### src/rtl/ccx2max_stream.sv
// ccx2max_stream: bridge between one OpenSPARC core's PCX/CPX ports and a pair of
// Maxeler streams with a parametrised beat width.
//   Outbound: PCX requests are buffered (PCX_DEPTH entries) and serialised into
//   PCX_BEATS-beat frames {atom, req, data}, LSB slice first, sof on beat 0.
//   Inbound: framed beats are assembled into CPX packets and delivered as a
//   one-cycle cpx_spc_data_rdy_cx2 pulse.
// Configuration macro: CCX2MAX_CPX_RESYNC_EN enables realignment of the inbound
//   assembler on max_cpx_sof; when undefined, sof is ignored and framing is by
//   beat count alone (cpx_resync stays 0).
// Ports:
//   gclk, reset                      clock, asynchronous active-high reset
//   core_reset_done                  gates inbound reads
//   spc_pcx_req_pq/atom_pq/data_pa   PCX request, atomic flag, packet (next cycle)
//   pcx_spc_grant_px                 grant pulse with the sent entry's req bits
//   max_pcx_valid/data/sof/stall     outbound beat stream
//   max_cpx_empty/data/sof/read      inbound FWFT beat stream
//   cpx_spc_data_rdy_cx2/data_cx2    CPX packet to the core
//   pcx_overflow, cpx_resync         sticky status flags
module ccx2max_stream #(
  parameter int unsigned MAX_D_WIDTH = 32,
  parameter int unsigned PCX_WIDTH   = 124,
  parameter int unsigned CPX_WIDTH   = 145,
  parameter int unsigned PCX_DEPTH   = 4
) (
  input  logic                   gclk,
  input  logic                   reset,
  input  logic                   core_reset_done,
  input  logic [4:0]             spc_pcx_req_pq,
  input  logic                   spc_pcx_atom_pq,
  input  logic [PCX_WIDTH-1:0]   spc_pcx_data_pa,
  output logic [4:0]             pcx_spc_grant_px,
  output logic                   max_pcx_valid,
  output logic [MAX_D_WIDTH-1:0] max_pcx_data,
  output logic                   max_pcx_sof,
  input  logic                   max_pcx_stall,
  input  logic                   max_cpx_empty,
  input  logic [MAX_D_WIDTH-1:0] max_cpx_data,
  input  logic                   max_cpx_sof,
  output logic                   max_cpx_read,
  output logic                   cpx_spc_data_rdy_cx2,
  output logic [CPX_WIDTH-1:0]   cpx_spc_data_cx2,
  output logic                   pcx_overflow,
  output logic                   cpx_resync
);

  localparam int unsigned PCX_FRAME = PCX_WIDTH + 6;
  localparam int unsigned PCX_BEATS = (PCX_FRAME + MAX_D_WIDTH - 1) / MAX_D_WIDTH;
  localparam int unsigned CPX_BEATS = (CPX_WIDTH + MAX_D_WIDTH - 1) / MAX_D_WIDTH;
  localparam int unsigned PCX_PAD   = PCX_BEATS * MAX_D_WIDTH;
  localparam int unsigned CPX_PAD   = CPX_BEATS * MAX_D_WIDTH;
  localparam int unsigned AW        = $clog2(PCX_DEPTH);
  localparam int unsigned BW        = $clog2(PCX_BEATS);
  localparam int unsigned CW        = $clog2(CPX_BEATS);

  // ---------------- PCX capture and buffer ----------------
  logic [4:0]         req_q;
  logic               atom_q;
  logic               wr_q;
  logic [PCX_PAD-1:0] mem [PCX_DEPTH];
  logic [AW-1:0]      head, tail;
  logic [AW:0]        count;
  logic [BW-1:0]      beat;
  logic [PCX_PAD-1:0] frame_c, head_entry;
  logic               full_c, push_c, pop_c, xfer_c, last_beat_c;

  assign frame_c     = PCX_PAD'({spc_pcx_atom_q_fix(atom_q), req_q, spc_pcx_data_pa});
  assign head_entry  = mem[head];
  assign full_c      = (count == (AW+1)'(PCX_DEPTH));
  assign push_c      = wr_q & ~full_c;
  assign last_beat_c = (beat == BW'(PCX_BEATS - 1));
  assign xfer_c      = max_pcx_valid & ~max_pcx_stall;
  assign pop_c       = xfer_c & last_beat_c;

  assign max_pcx_valid = (count != '0);
  assign max_pcx_sof   = max_pcx_valid & (beat == '0);
  assign max_pcx_data  = max_pcx_valid ? head_entry[32'(beat) * MAX_D_WIDTH +: MAX_D_WIDTH]
                                       : '0;

  // Identity helper keeps the frame concatenation readable.
  function automatic logic spc_pcx_atom_q_fix(input logic a);
    return a;
  endfunction

  // Request stage: latch req/atom so the frame is written with the next-cycle data.
  always_ff @(posedge gclk or posedge reset) begin
    if (reset) begin
      req_q  <= '0;
      atom_q <= 1'b0;
      wr_q   <= 1'b0;
    end else begin
      wr_q <= |spc_pcx_req_pq;
      if (|spc_pcx_req_pq) begin
        req_q  <= spc_pcx_req_pq;
        atom_q <= spc_pcx_atom_pq;
      end
    end
  end

  // Buffer storage; validity is tracked by the pointers and count.
  always_ff @(posedge gclk) begin
    if (push_c) mem[tail] <= frame_c;
  end

  // Pointers, occupancy, beat index, grant and overflow flag.
  always_ff @(posedge gclk or posedge reset) begin
    if (reset) begin
      head             <= '0;
      tail             <= '0;
      count            <= '0;
      beat             <= '0;
      pcx_spc_grant_px <= '0;
      pcx_overflow     <= 1'b0;
    end else begin
      if (push_c) tail <= tail + AW'(1);
      if (pop_c)  head <= head + AW'(1);
      case ({push_c, pop_c})
        2'b10:   count <= count + (AW+1)'(1);
        2'b01:   count <= count - (AW+1)'(1);
        default: ;
      endcase
      if (xfer_c) beat <= last_beat_c ? '0 : beat + BW'(1);
      pcx_spc_grant_px <= pop_c ? head_entry[PCX_WIDTH +: 5] : 5'd0;
      if (wr_q & full_c) pcx_overflow <= 1'b1;
    end
  end

  // ---------------- CPX assembler ----------------
  logic [CPX_PAD-1:0] asm_q, asm_c;
  logic [CW-1:0]      cnt, slot_c;
  logic               pending, take_c, done_c, resync_set_c;

  // Read is held off for the cycle the packet is presented to the core.
  assign max_cpx_read         = ~reset & core_reset_done & ~max_cpx_empty & ~pending;
  assign cpx_spc_data_rdy_cx2 = pending;

`ifdef CCX2MAX_CPX_RESYNC_EN
  // sof realigns the assembler to slice 0; beats outside a frame are dropped.
  always_comb begin
    take_c       = max_cpx_read & (max_cpx_sof | (cnt != '0));
    slot_c       = max_cpx_sof ? '0 : cnt;
    resync_set_c = max_cpx_read & max_cpx_sof & (cnt != '0);
  end
`else
  logic unused_cpx_sof;
  assign unused_cpx_sof = max_cpx_sof;
  always_comb begin
    take_c       = max_cpx_read;
    slot_c       = cnt;
    resync_set_c = 1'b0;
  end
`endif

  assign done_c = take_c & (slot_c == CW'(CPX_BEATS - 1));

  // Assembly including the beat consumed this cycle.
  always_comb begin
    asm_c = asm_q;
    asm_c[32'(slot_c) * MAX_D_WIDTH +: MAX_D_WIDTH] = max_cpx_data;
  end

  always_ff @(posedge gclk or posedge reset) begin
    if (reset) begin
      asm_q            <= '0;
      cnt              <= '0;
      pending          <= 1'b0;
      cpx_spc_data_cx2 <= '0;
      cpx_resync       <= 1'b0;
    end else begin
      pending <= done_c;
      if (take_c) begin
        asm_q <= asm_c;
        cnt   <= done_c ? '0 : slot_c + CW'(1);
      end
      if (done_c) cpx_spc_data_cx2 <= asm_c[CPX_WIDTH-1:0];
      if (resync_set_c) cpx_resync <= 1'b1;
    end
  end

endmodule
### config.mk
export PLATFORM = sky130hd
export DESIGN_NAME = ccx2max_stream
export DESIGN_NICKNAME = d
export VERILOG_FILES = /design/src/rtl/ccx2max_stream.sv
export SDC_FILE = /design/constraint.sdc
export NUM_CORES = 1
export LEC_CHECK = 0
export BUFFER_PORTS_ARGS = -buffer_cell sky130_fd_sc_hd__buf_2
export CORE_MARGIN = 2
export CORE_UTILIZATION = 55
export DETAILED_ROUTE_END_ITERATION = 7
export PLACE_DENSITY = 0.87
export REMOVE_ABC_BUFFERS = 1
export SYNTH_ARGS = -nofsm -noshare
export SYNTH_HDL_FRONTEND = slang
export SYNTH_SLANG_ARGS = --single-unit
### constraint.sdc
create_clock -name gclk -period 12.25 [get_ports gclk]
set_clock_uncertainty 0.1 [all_clocks]
set_input_delay 0.6125 -clock gclk [delete_from_list [all_inputs] [get_ports gclk]]
set_output_delay 0.6125 -clock gclk [all_outputs]
set_load 0.01 [all_outputs]
# Yosys cells after proc, flatten, opt, wreduce, memory -nomap -nowiden
# Memories as Yosys holds them, arrays and structs flattened.
# Index checks and enable logic that the tools add are counted.
word_totals:
  ff_bits: 332
  ramBits: 520
  input_bits: 168
  out_inout_bits: 188
  word_cells: 55
  n_memories: 1
mem_list:
  columns: ["name", "depth", "width", "rd", "rd_ports_with_merged_regs", "write_ports", "line", "rtl"]
  rows:
  - ["mem", 4, 130, 1, 0, 1, "59", "logic [PCX_PAD-1:0] mem [PCX_DEPTH];"]
classes:
  addsub: 7
  n_eq_ne: 5
  n_shift: 3
  muxes: 8
  bitwise: 14
  n_reduce_logical: 4
ops:
  columns: ["op", "count"]
  rows:
  - ["$bwmux W160", 1]
  - ["$shift A32 B34 Y160 const A", 1]
  - ["$shiftx A160 B9 Y32", 1]
  - ["$shiftx A32 B34 Y160", 1]
  - ["$neg A8 Y34", 1]
  - ["$mux W32", 1]
  - ["$add A3 B1 Y3 const B", 3]
  - ["$and A1 B1 Y1", 9]
  - ["$eq A3 B3 Y1 const B", 3]
  - ["$mux W3", 2]
  - ["$pmux W3 S2", 1]
  - ["$mux W5", 1]
  - ["$not A1 Y1", 5]
  - ["$reduce_or A5 Y1", 1]
  - ["$add A2 B1 Y2 const B", 2]
  - ["$logic_not A3 Y1", 1]
  - ["$reduce_bool A3 Y1", 1]
  - ["$sub A3 B1 Y3 const B", 1]
  - ["$eq A2 B1 Y1 const B", 1]
  - ["$eq A2 B2 Y1 const B", 1]
  - ["$mux W1", 2]
  - ["$reduce_bool A2 Y1", 1]

# Longest topological paths before layout
# Gate-level depths: netlist of run 1.
depth:
  depth_word: 6
  mapped_depth: 11

# Least setup slack after synthesis of run 1
# OpenSTA, ideal clock, no wires.
synth_path:
  path_type: "reg-to-reg"
  from: "reg count[0]"
  to: "mem mem[0][0] (netlist bit), enable pin"
  setup_time_ps: 505
  arrival_time_ps: 3897
  t_required_ps: 11645
  path_slack_ps: 7748
  path_stages_with_launch: 4
  path_cell_list: "dfrtp_1 -> nor2_1 -> a21boi_1 -> and2_1"
synth_via:
  elab_chain_cells: 5
synth_lines:
  columns: ["element", "line", "rtl"]
  rows:
  - ["start, declared", "61", "logic [AW:0] count;"]
  - ["start signal, assigned", "117", "2'b10: count <= count + (AW+1)'(1);"]
  - ["start signal, assigned", "118", "2'b01: count <= count - (AW+1)'(1);"]
  - ["$eq A3 B3 Y1", "68", "assign full_c = (count == (AW+1)'(PCX_DEPTH));"]
  - ["$not A1 Y1", "69", "assign push_c = wr_q & ~full_c;"]
  - ["$and A1 B1 Y1", "69", null]
  - ["$mux W1", "101", "if (push_c) mem[tail] <= frame_c;"]
  - ["$mux W1 (not written as such)", "101", null]
  - ["end, declared", "59", null]
# Every way passes these cells.

# Worst setup path after layout of run 1
layout_path:
  from: "reg head[0]"
  to: "out max_pcx_data[1]"
layout_via:
  elab_chain_cells: 3
layout_lines:
  columns: ["element", "line", "rtl"]
  rows:
  - ["start, declared", "60", "logic [AW-1:0] head, tail;"]
  - ["start signal, assigned", "115", "if (pop_c) head <= head + AW'(1);"]
  - ["$mem_v2 Z4 W130", null, null]
  - ["$shiftx A160 B9 Y32", "76", "assign max_pcx_data = max_pcx_valid ? head_entry[32'(beat) * MAX_D_WIDTH +: MAX_D_WIDTH]"]
  - ["$mux W32", "76", null]
  - ["end, declared", "33", "output logic [MAX_D_WIDTH-1:0] max_pcx_data,"]
# Every way passes these cells.

==> results.cfg, run 1 <==
[synth]
synth.largest_area_cell = sky130_fd_sc_hd__edfxtp_1
cells_after_synthesis = 2321
synth.lib_cells_used.distinct = 58
synth-seq-cells = 837
synth-async-reset-ratio_pct = 37.9
synth_top_family_by_area = multiplexers
post_synth_main_area_contributors = sky130_fd_sc_hd__edfxtp_1 (46%), sky130_fd_sc_hd__dfrtp_1 (24%), sky130_fd_sc_hd__mux4_2 (6.8%)
syn_area_per_cell_um2 = 14.5
synth_compound_area_share_pct = 7.66
synthSimpleGateAreaFrac_pct = 7.98
yosysTopAreaCellShare_pct = 46.4
muxShareOfSynthArea_pct = 10.7
cell_area_after_synthesis_mm2 = 0.0336
share_of_the_yosys_chip_area_belonging_to_registers_pct = 70.0
post_synth_edffs = 520
post_synth_fa_ha_maj_area_fraction_pct = 0.617
synthFlopType = sky130_fd_sc_hd__edfxtp_1
synth_xor_xnor_area_share_pct = 0.156
synth.yosys.warnings = 0

[drt]
total_wire_length_after_detailed_routing_um = 82900
detailroute.via_count = 21700
detail_route.drc_violations = 0
route.detailed.vias_per_inst = 6.23
dr.first_iter.drc_count = 2085
drt-wirelength-per-cell_um = 23.9
route.antenna.remaining_nets = 0
drt_first_pass_iters = 6

[timing]
timing.final.hold_violations = 0
timing.fmax_mhz = 200
timing.setup.tns_ns = 0
max-slew-margin-rel_pct = 20.2
layout_setup_ws_ns = 7.24
worst_hold_slack_ns = 0.00467
slew_of_the_pin_with_the_lowest_slew_margin_ns = 1.20
final-setup-viol-count = 0
rsz0062_at_grt = false
final-max-slew-violation-count = 0
min_period_ns = 5.01
period_share_pct = 40.9

[finish]
n_fill_cell = 4000
drive_above_1_share_pct = 26.0
final_net_count = 2800
area.sequential_mm2 = 0.0236
area_growth_syn_to_layout_pct = 15.1
multiInputGateArea_mm2 = 0.00920

[worst_setup_path]
max_stage_delay_ns = 0.87
crit_path_cell_trace = buf_4 > buf_4 > mux4_2 > or3_1 > a32oi_1 > a21oi_1 > buf_2
worstSetupPathType = reg2out
critPathRequiredTime_ns = 11.54
worstSetupStartpointType = register
endpoint_kind = output pin
slowest_stage = sky130_fd_sc_hd__buf_4
path_max_fanout = 70
critPathArrivalTime_ns = 4.30
cpMostUsedCell = sky130_fd_sc_hd__buf_4

[pwr]
pwr-share-clk_pct = 23.9
power_switching_share_pct = 34.9
internal-power_mw = 6.95
power.sequential.fraction_pct = 43.2
total_leakage_power_nw = 15.1
power.density_cell_area_mw_per_mm2 = 276
irDropWorstVdd_uv = 195
power_switching_mw = 3.72
finalPower_mw = 10.7
comb_power_share_pct = 32.9

[global_routing]
grt_remaining_overflow = 0
first_global_vias = 22700
antenna_violations_before_repair = 15
grt_first_pass_wirelength_um = 127000
grt_start_max_net_pins = 119
global_route.usage.total_pct = 26.1

[die]
floorplan.rows = 90
start_util_pct = 55.6
fp.dieArea_mm2 = 0.0632
top_level_ports = 356
dieHeight_um = 251
die_width_um = 251
core_mm2 = 0.0605

[clocking]
cts.path.max_buffers = 3
post_cts_resized = 0
cts_hold_buffers = 0
clk_pin_slew_worst_paths_ns = 0.06
setup_buffers_after_cts = 0
numClockSinks = 837
tritoncts = yes
cts.root.buffer_cell = sky130_fd_sc_hd__clkbuf_16
htreeDepth = 3
clk-insertion-delay-late_ns = 0.63
cts-buffers-inserted = 84

[place]
dp_slack_ns = 7.82
port_buffers = 353
hpwl_um = 47900
place_congestion = 0.816

[hold_path]
hold_class = in2async

[job]
maxCapViolations = 0

[status]
status = complete, no violations
-- registers in the layout (all words and copies together), names as in the netlist --
register and flops:
beat 3, count 3, atom_q 1, cnt 3, req_q 5, cpx_spc_data_cx2 145, tail 2, wr_q 1
asm_q 145, pcx_overflow 1, mem 520, cpx_spc_data_rdy_cx2 1, pcx_spc_grant_px 5, head 2
-- per-stage QoR --
step | cell area [um^2] | cells | util, %
2_1_floorplan | 32800 | 2140 | -
3_5_place_dp | 35900 | 3312 | 59.4
6_report | 38700 | 3475 | 64.1
5_1_grt | 38700 | 3469 | 64.0
4_1_cts | 38700 | 3464 | 64.0
3_3_place_gp | 35900 | 3312 | 59.4
-- power by group through the flow --
stage,combinational [mW],clock (mW),sequential [mW]
2_1_floorplan,2.12,0,4.83
3_3_place_gp,3.33,0,4.53
3_5_place_dp,3.45,0,4.63
4_1_cts,3.52,2.58,4.61
5_1_grt,3.78,2.69,4.69
6_report,3.51,2.55,4.61
-- cells in the mapped netlist (14+ instances only) --
library cell and count:
sky130_fd_sc_hd__clkbuf_1 105, sky130_fd_sc_hd__a22oi_1 32, sky130_fd_sc_hd__mux4_2 102, sky130_fd_sc_hd__o21ai_0 86
sky130_fd_sc_hd__nor3_1 14, sky130_fd_sc_hd__mux2i_1 75, sky130_fd_sc_hd__edfxtp_1 520, sky130_fd_sc_hd__ha_1 15
sky130_fd_sc_hd__o211ai_1 15, sky130_fd_sc_hd__a22o_1 32, sky130_fd_sc_hd__dfrtp_1 317, sky130_fd_sc_hd__a32oi_1 17
sky130_fd_sc_hd__nor2b_1 38, sky130_fd_sc_hd__a31oi_1 64, sky130_fd_sc_hd__mux2_2 48, sky130_fd_sc_hd__a211oi_1 22
sky130_fd_sc_hd__inv_1 40, sky130_fd_sc_hd__nand3_1 73, sky130_fd_sc_hd__nor2_1 157, sky130_fd_sc_hd__buf_1 15
sky130_fd_sc_hd__a21oi_1 85, sky130_fd_sc_hd__buf_2 47, sky130_fd_sc_hd__nand4_1 20, sky130_fd_sc_hd__nand2_1 281
-- cells by family (layout without fill, tap and decap cells) --
family | after synthesis | count (layout)
and+or+nand+nor | 612 | 612
xor gates and xnor gates | 6 | 6
muxes | 227 | 227
other | 1 | 12
DFF | 837 | 837
adders and majority gates | 16 | 16
buffers and inverters | 224 | 585
AOI/OAI and AO/OA | 398 | 398
-- routing by layer --
| layer | part of all wire, % | GRT usage, % |
|---|---|---|
| met5 | 0.11 | 0 |
| met1 | 35 | 31.3 |
| met3 | 10 | 6.46 |
| met4 | 3.5 | 11.6 |
| met2 | 51 | 45.0 |
-- worst paths after layout --
check                      cells past startpoint                           endpoint                      from  slack (ns)
setup / recovery                               7                    max_pcx_data[1]       head[0]$_DFFE_PP0P_        7.24
hold / removal                                 2  cpx_spc_data_cx2[107]$_DFFE_PP0P_                     reset       0.005
min in group gclk                              1               mem[2][48]$_DFFE_PP_       spc_pcx_data_pa[48]        0.08
setup reg to reg                               8             asm_q[121]$_DFFE_PP0P_        cnt[0]$_DFFE_PP0P_        8.42
hold reg to reg                                1           pcx_overflow$_DFFE_PP0P_  pcx_overflow$_DFFE_PP0P_        0.37
max in group asynchronous                      4              asm_q[20]$_DFFE_PP0P_                     reset        9.66
-- worst max-delay path: cells and delay by family (launching register included) --
kind / cells / cell delay, ns
AOI/OAI and AO/OA: 2 / 0.28
buffers and inverters: 3 / 1.75
DFF: 1 / 0.59
muxes: 1 / 0.58
and+or+nand+nor: 1 / 0.34
-- area by class of cell --
class                           instances  share of cell area, %
Antenna cell                           11                 0.0711
Clock buffer                          114                   6.11
Clock inverter                         38                   1.02
Inverter                               43                  0.436
Multi-Input combinational cell       1260                   23.7
Sequential cell                       837                   60.8
Tap cell                              782                   2.53
Timing Repair Buffer                  390                   5.28
-- layout by cell type (no fill, tap or decap), drive strengths merged, types with 12 or more instances in the layout --
master,count
o21ai,90
ha,15
inv,46
mux2,50
and2,12
clkbuf,114
a211oi,22
o211ai,15
clkinv,30
nor2,157
a22oi,32
nand3,74
edfxtp,520
nor3,17
mux4,102
a21oi,85
nor2b,38
a22o,32
a31oi,64
mux2i,75
a32oi,17
nand2,281
buf,390
nand4,21
dfrtp,317
Power figures use the tool's default switching activity.
==> run 2, diff against run 1 <==
Settings changed: CORE_UTILIZATION 55 to 53, PLACE_DENSITY 0.87 to 0.88.
Clock period 12.25 ns to 4.15 ns, I/O delays scaled along.
==> results.cfg, run 2 (synthesis results as in run 1) <==
[die]
die_width_um = 256
dieHeight_um = 256
fp.dieArea_mm2 = 0.0655
top_level_ports = 356
floorplan.rows = 92
start_util_pct = 53.4
core_mm2 = 0.0630

[finish]
layout_common_cells = sky130_fd_sc_hd__edfxtp_1 (520), sky130_fd_sc_hd__buf_2 (353), sky130_fd_sc_hd__dfrtp_1 (314)
largest_reg_flops = 520
drive_above_1_share_pct = 24.6
stdcell_count = 3721
stdcell_area_mm2 = 0.0408
top_regs = mem (520), asm_q (145), cpx_spc_data_cx2 (145)
final_net_count = 2981
registers.top_by_ff_count = mem
most_frequent_standard_cell_in_the_layout_excluding_fill_and_tap_cells = sky130_fd_sc_hd__edfxtp_1
area_growth_syn_to_layout_pct = 21.2
final_util_pct = 64.8

[place]
port_buffers = 353
hpwl_um = 49300
postPlaceCellArea_mm2 = 0.0363
total_placed_cells_including_tap_cells = 3389
dp_slack_ns = 0.826
place_congestion = 0.820

[drt]
route.antenna.remaining_nets = 0
total_wire_length_after_detailed_routing_um = 90900
detail_route.drc_violations = 0
route.detailed.vias_per_inst = 6.14
drt_first_pass_iters = 6
detailroute.via_count = 22800
drt-wirelength-per-cell_um = 24.4
dr.first_iter.drc_count = 2868

[clocking]
cts.path.max_buffers = 3
clk_pin_slew_worst_paths_ns = 0.06
clk-insertion-delay-late_ns = 0.66
post_cts_resized = 0
cts.root.buffer_cell = sky130_fd_sc_hd__clkbuf_16
numClockSinks = 837
htreeDepth = 3
cts-buffers-inserted = 85
tritoncts = yes

[hold_path]
holdPathStages = 4
hold_class = in2reg
hold_path_startpoint = core_reset_done
hold_end = cnt[1]$_DFFE_PP0P_

[global_routing]
grt_first_pass_wirelength_um = 139000
antenna_violations_before_repair = 6
grt_remaining_overflow = 0
first_global_vias = 23400
grt_start_max_net_pins = 122
global_route.usage.total_pct = 27.5

[pwr]
power.density_cell_area_mw_per_mm2 = 792
irDropWorstVdd_uv = 527
finalPower_mw = 32.3
total_leakage_power_nw = 16.0

[worst_setup_path]
worst_r2r_path_depth = 8
r2r-end = cpx_spc_data_cx2[21]$_DFFE_PP0P_
reg2reg_setup_slack_ns = 0.78
timing.rr.start = cnt[0]$_DFFE_PP0P_
critPathArrivalTime_ns = 3.34
max_stage_delay_ns = 0.77
worst-path-buf-inv = 2
critPathRequiredTime_ns = 3.84
worstSetupPathType = reg2out
slowest_stage = sky130_fd_sc_hd__nand2_1
worstSetupStartpointType = register
crit_path_cell_trace = nor3_4 > inv_2 > nand2_1 > o32ai_1 > a221o_1 > buf_2
worst_path_dominant_cell_family = simple AND/OR/NAND/NOR gates
endpoint_kind = output pin
path_max_fanout = 22
crit_cells = 6

[timing]
slew_of_the_pin_with_the_lowest_slew_margin_ns = 1.16
final-max-slew-violation-count = 0
timing.fmax_mhz = 274
layout_setup_ws_ns = 0.499
period_share_pct = 88.0
min_period_ns = 3.65
rsz0062_at_grt = false
timing.final.hold_violations = 0
timing.setup.tns_ns = 0
final-setup-viol-count = 0
worst_hold_slack_ns = 0.127
max-slew-margin-rel_pct = 22.3

[status]
status = complete, no violations

[job]
maxCapViolations = 0
==> run 2: cell type report <==
| cell class | count | area (um^2) |
|---|---|---|
| inverters | 43 | 169 |
| well taps | 846 | 1060 |
| repair buffers | 570 | 3960 |
| multi-input cells | 1260 | 9200 |
| fillers | 4034 | 22200 |
| clock inverters | 39 | 447 |
| diodes | 7 | 17.5 |
| clock buffers | 119 | 2360 |
| flip-flops and latches | 837 | 23600 |
==> run 2: repair_timing <==
action / CTS / global route
hold buffers: 167 / 0
buffers inserted: 0 / 0
hold endpoints to repair: 912 / 0
setup endpoints to repair: 0 / 0
==> run 2: routing by layer <==
metal | wire length [um] | track usage [%] | part of all wire, %
met1 | 32100 | 33.5 | 35
met2 | 46300 | 47.7 | 51
met3 | 8560 | 5.88 | 9.4
met4 | 3930 | 11.8 | 4.3
met5 | 29 | 0 | 0.032
==> run 2: how the worst max path moves through the flow <==
| stage | end | slack (ns) | from |
|---|---|---|---|
| floorplan | asm_q[0]$_DFFE_PP0P_ | -4.93 | reset |
| global placement | cpx_spc_data_cx2[6]$_DFFE_PP0P_ | 1.03 | cnt[0]$_DFFE_PP0P_ |
| detailed placement | cpx_spc_data_cx2[6]$_DFFE_PP0P_ | 0.83 | cnt[0]$_DFFE_PP0P_ |
| CTS | max_pcx_data[5] | 0.51 | head[1]$_DFFE_PP0P_ |
| global route | max_pcx_data[17] | 0.39 | count[0]$_DFFE_PP0P_ |
| finish | max_pcx_data[17] | 0.50 | count[0]$_DFFE_PP0P_ |
==> run 2: worst register-to-register path, cell delays in order (launching register included) <==
cell	delay, ns
sky130_fd_sc_hd__dfrtp_1	0.56
sky130_fd_sc_hd__inv_2	0.17
sky130_fd_sc_hd__ha_1	0.29
sky130_fd_sc_hd__ha_1	0.47
sky130_fd_sc_hd__nor2b_1	0.28
sky130_fd_sc_hd__nand3_2	0.58
sky130_fd_sc_hd__buf_4	0.49
sky130_fd_sc_hd__mux2i_1	0.22
sky130_fd_sc_hd__a21oi_1	0.09
==> run 2: where the power goes <==
group	internal, mW	switching, mW	total, mW
combinational	4.24	6.57	10.8
clock	4.30	3.39	7.69
sequential	12.2	1.55	13.8
total	20.8	11.5	32.3
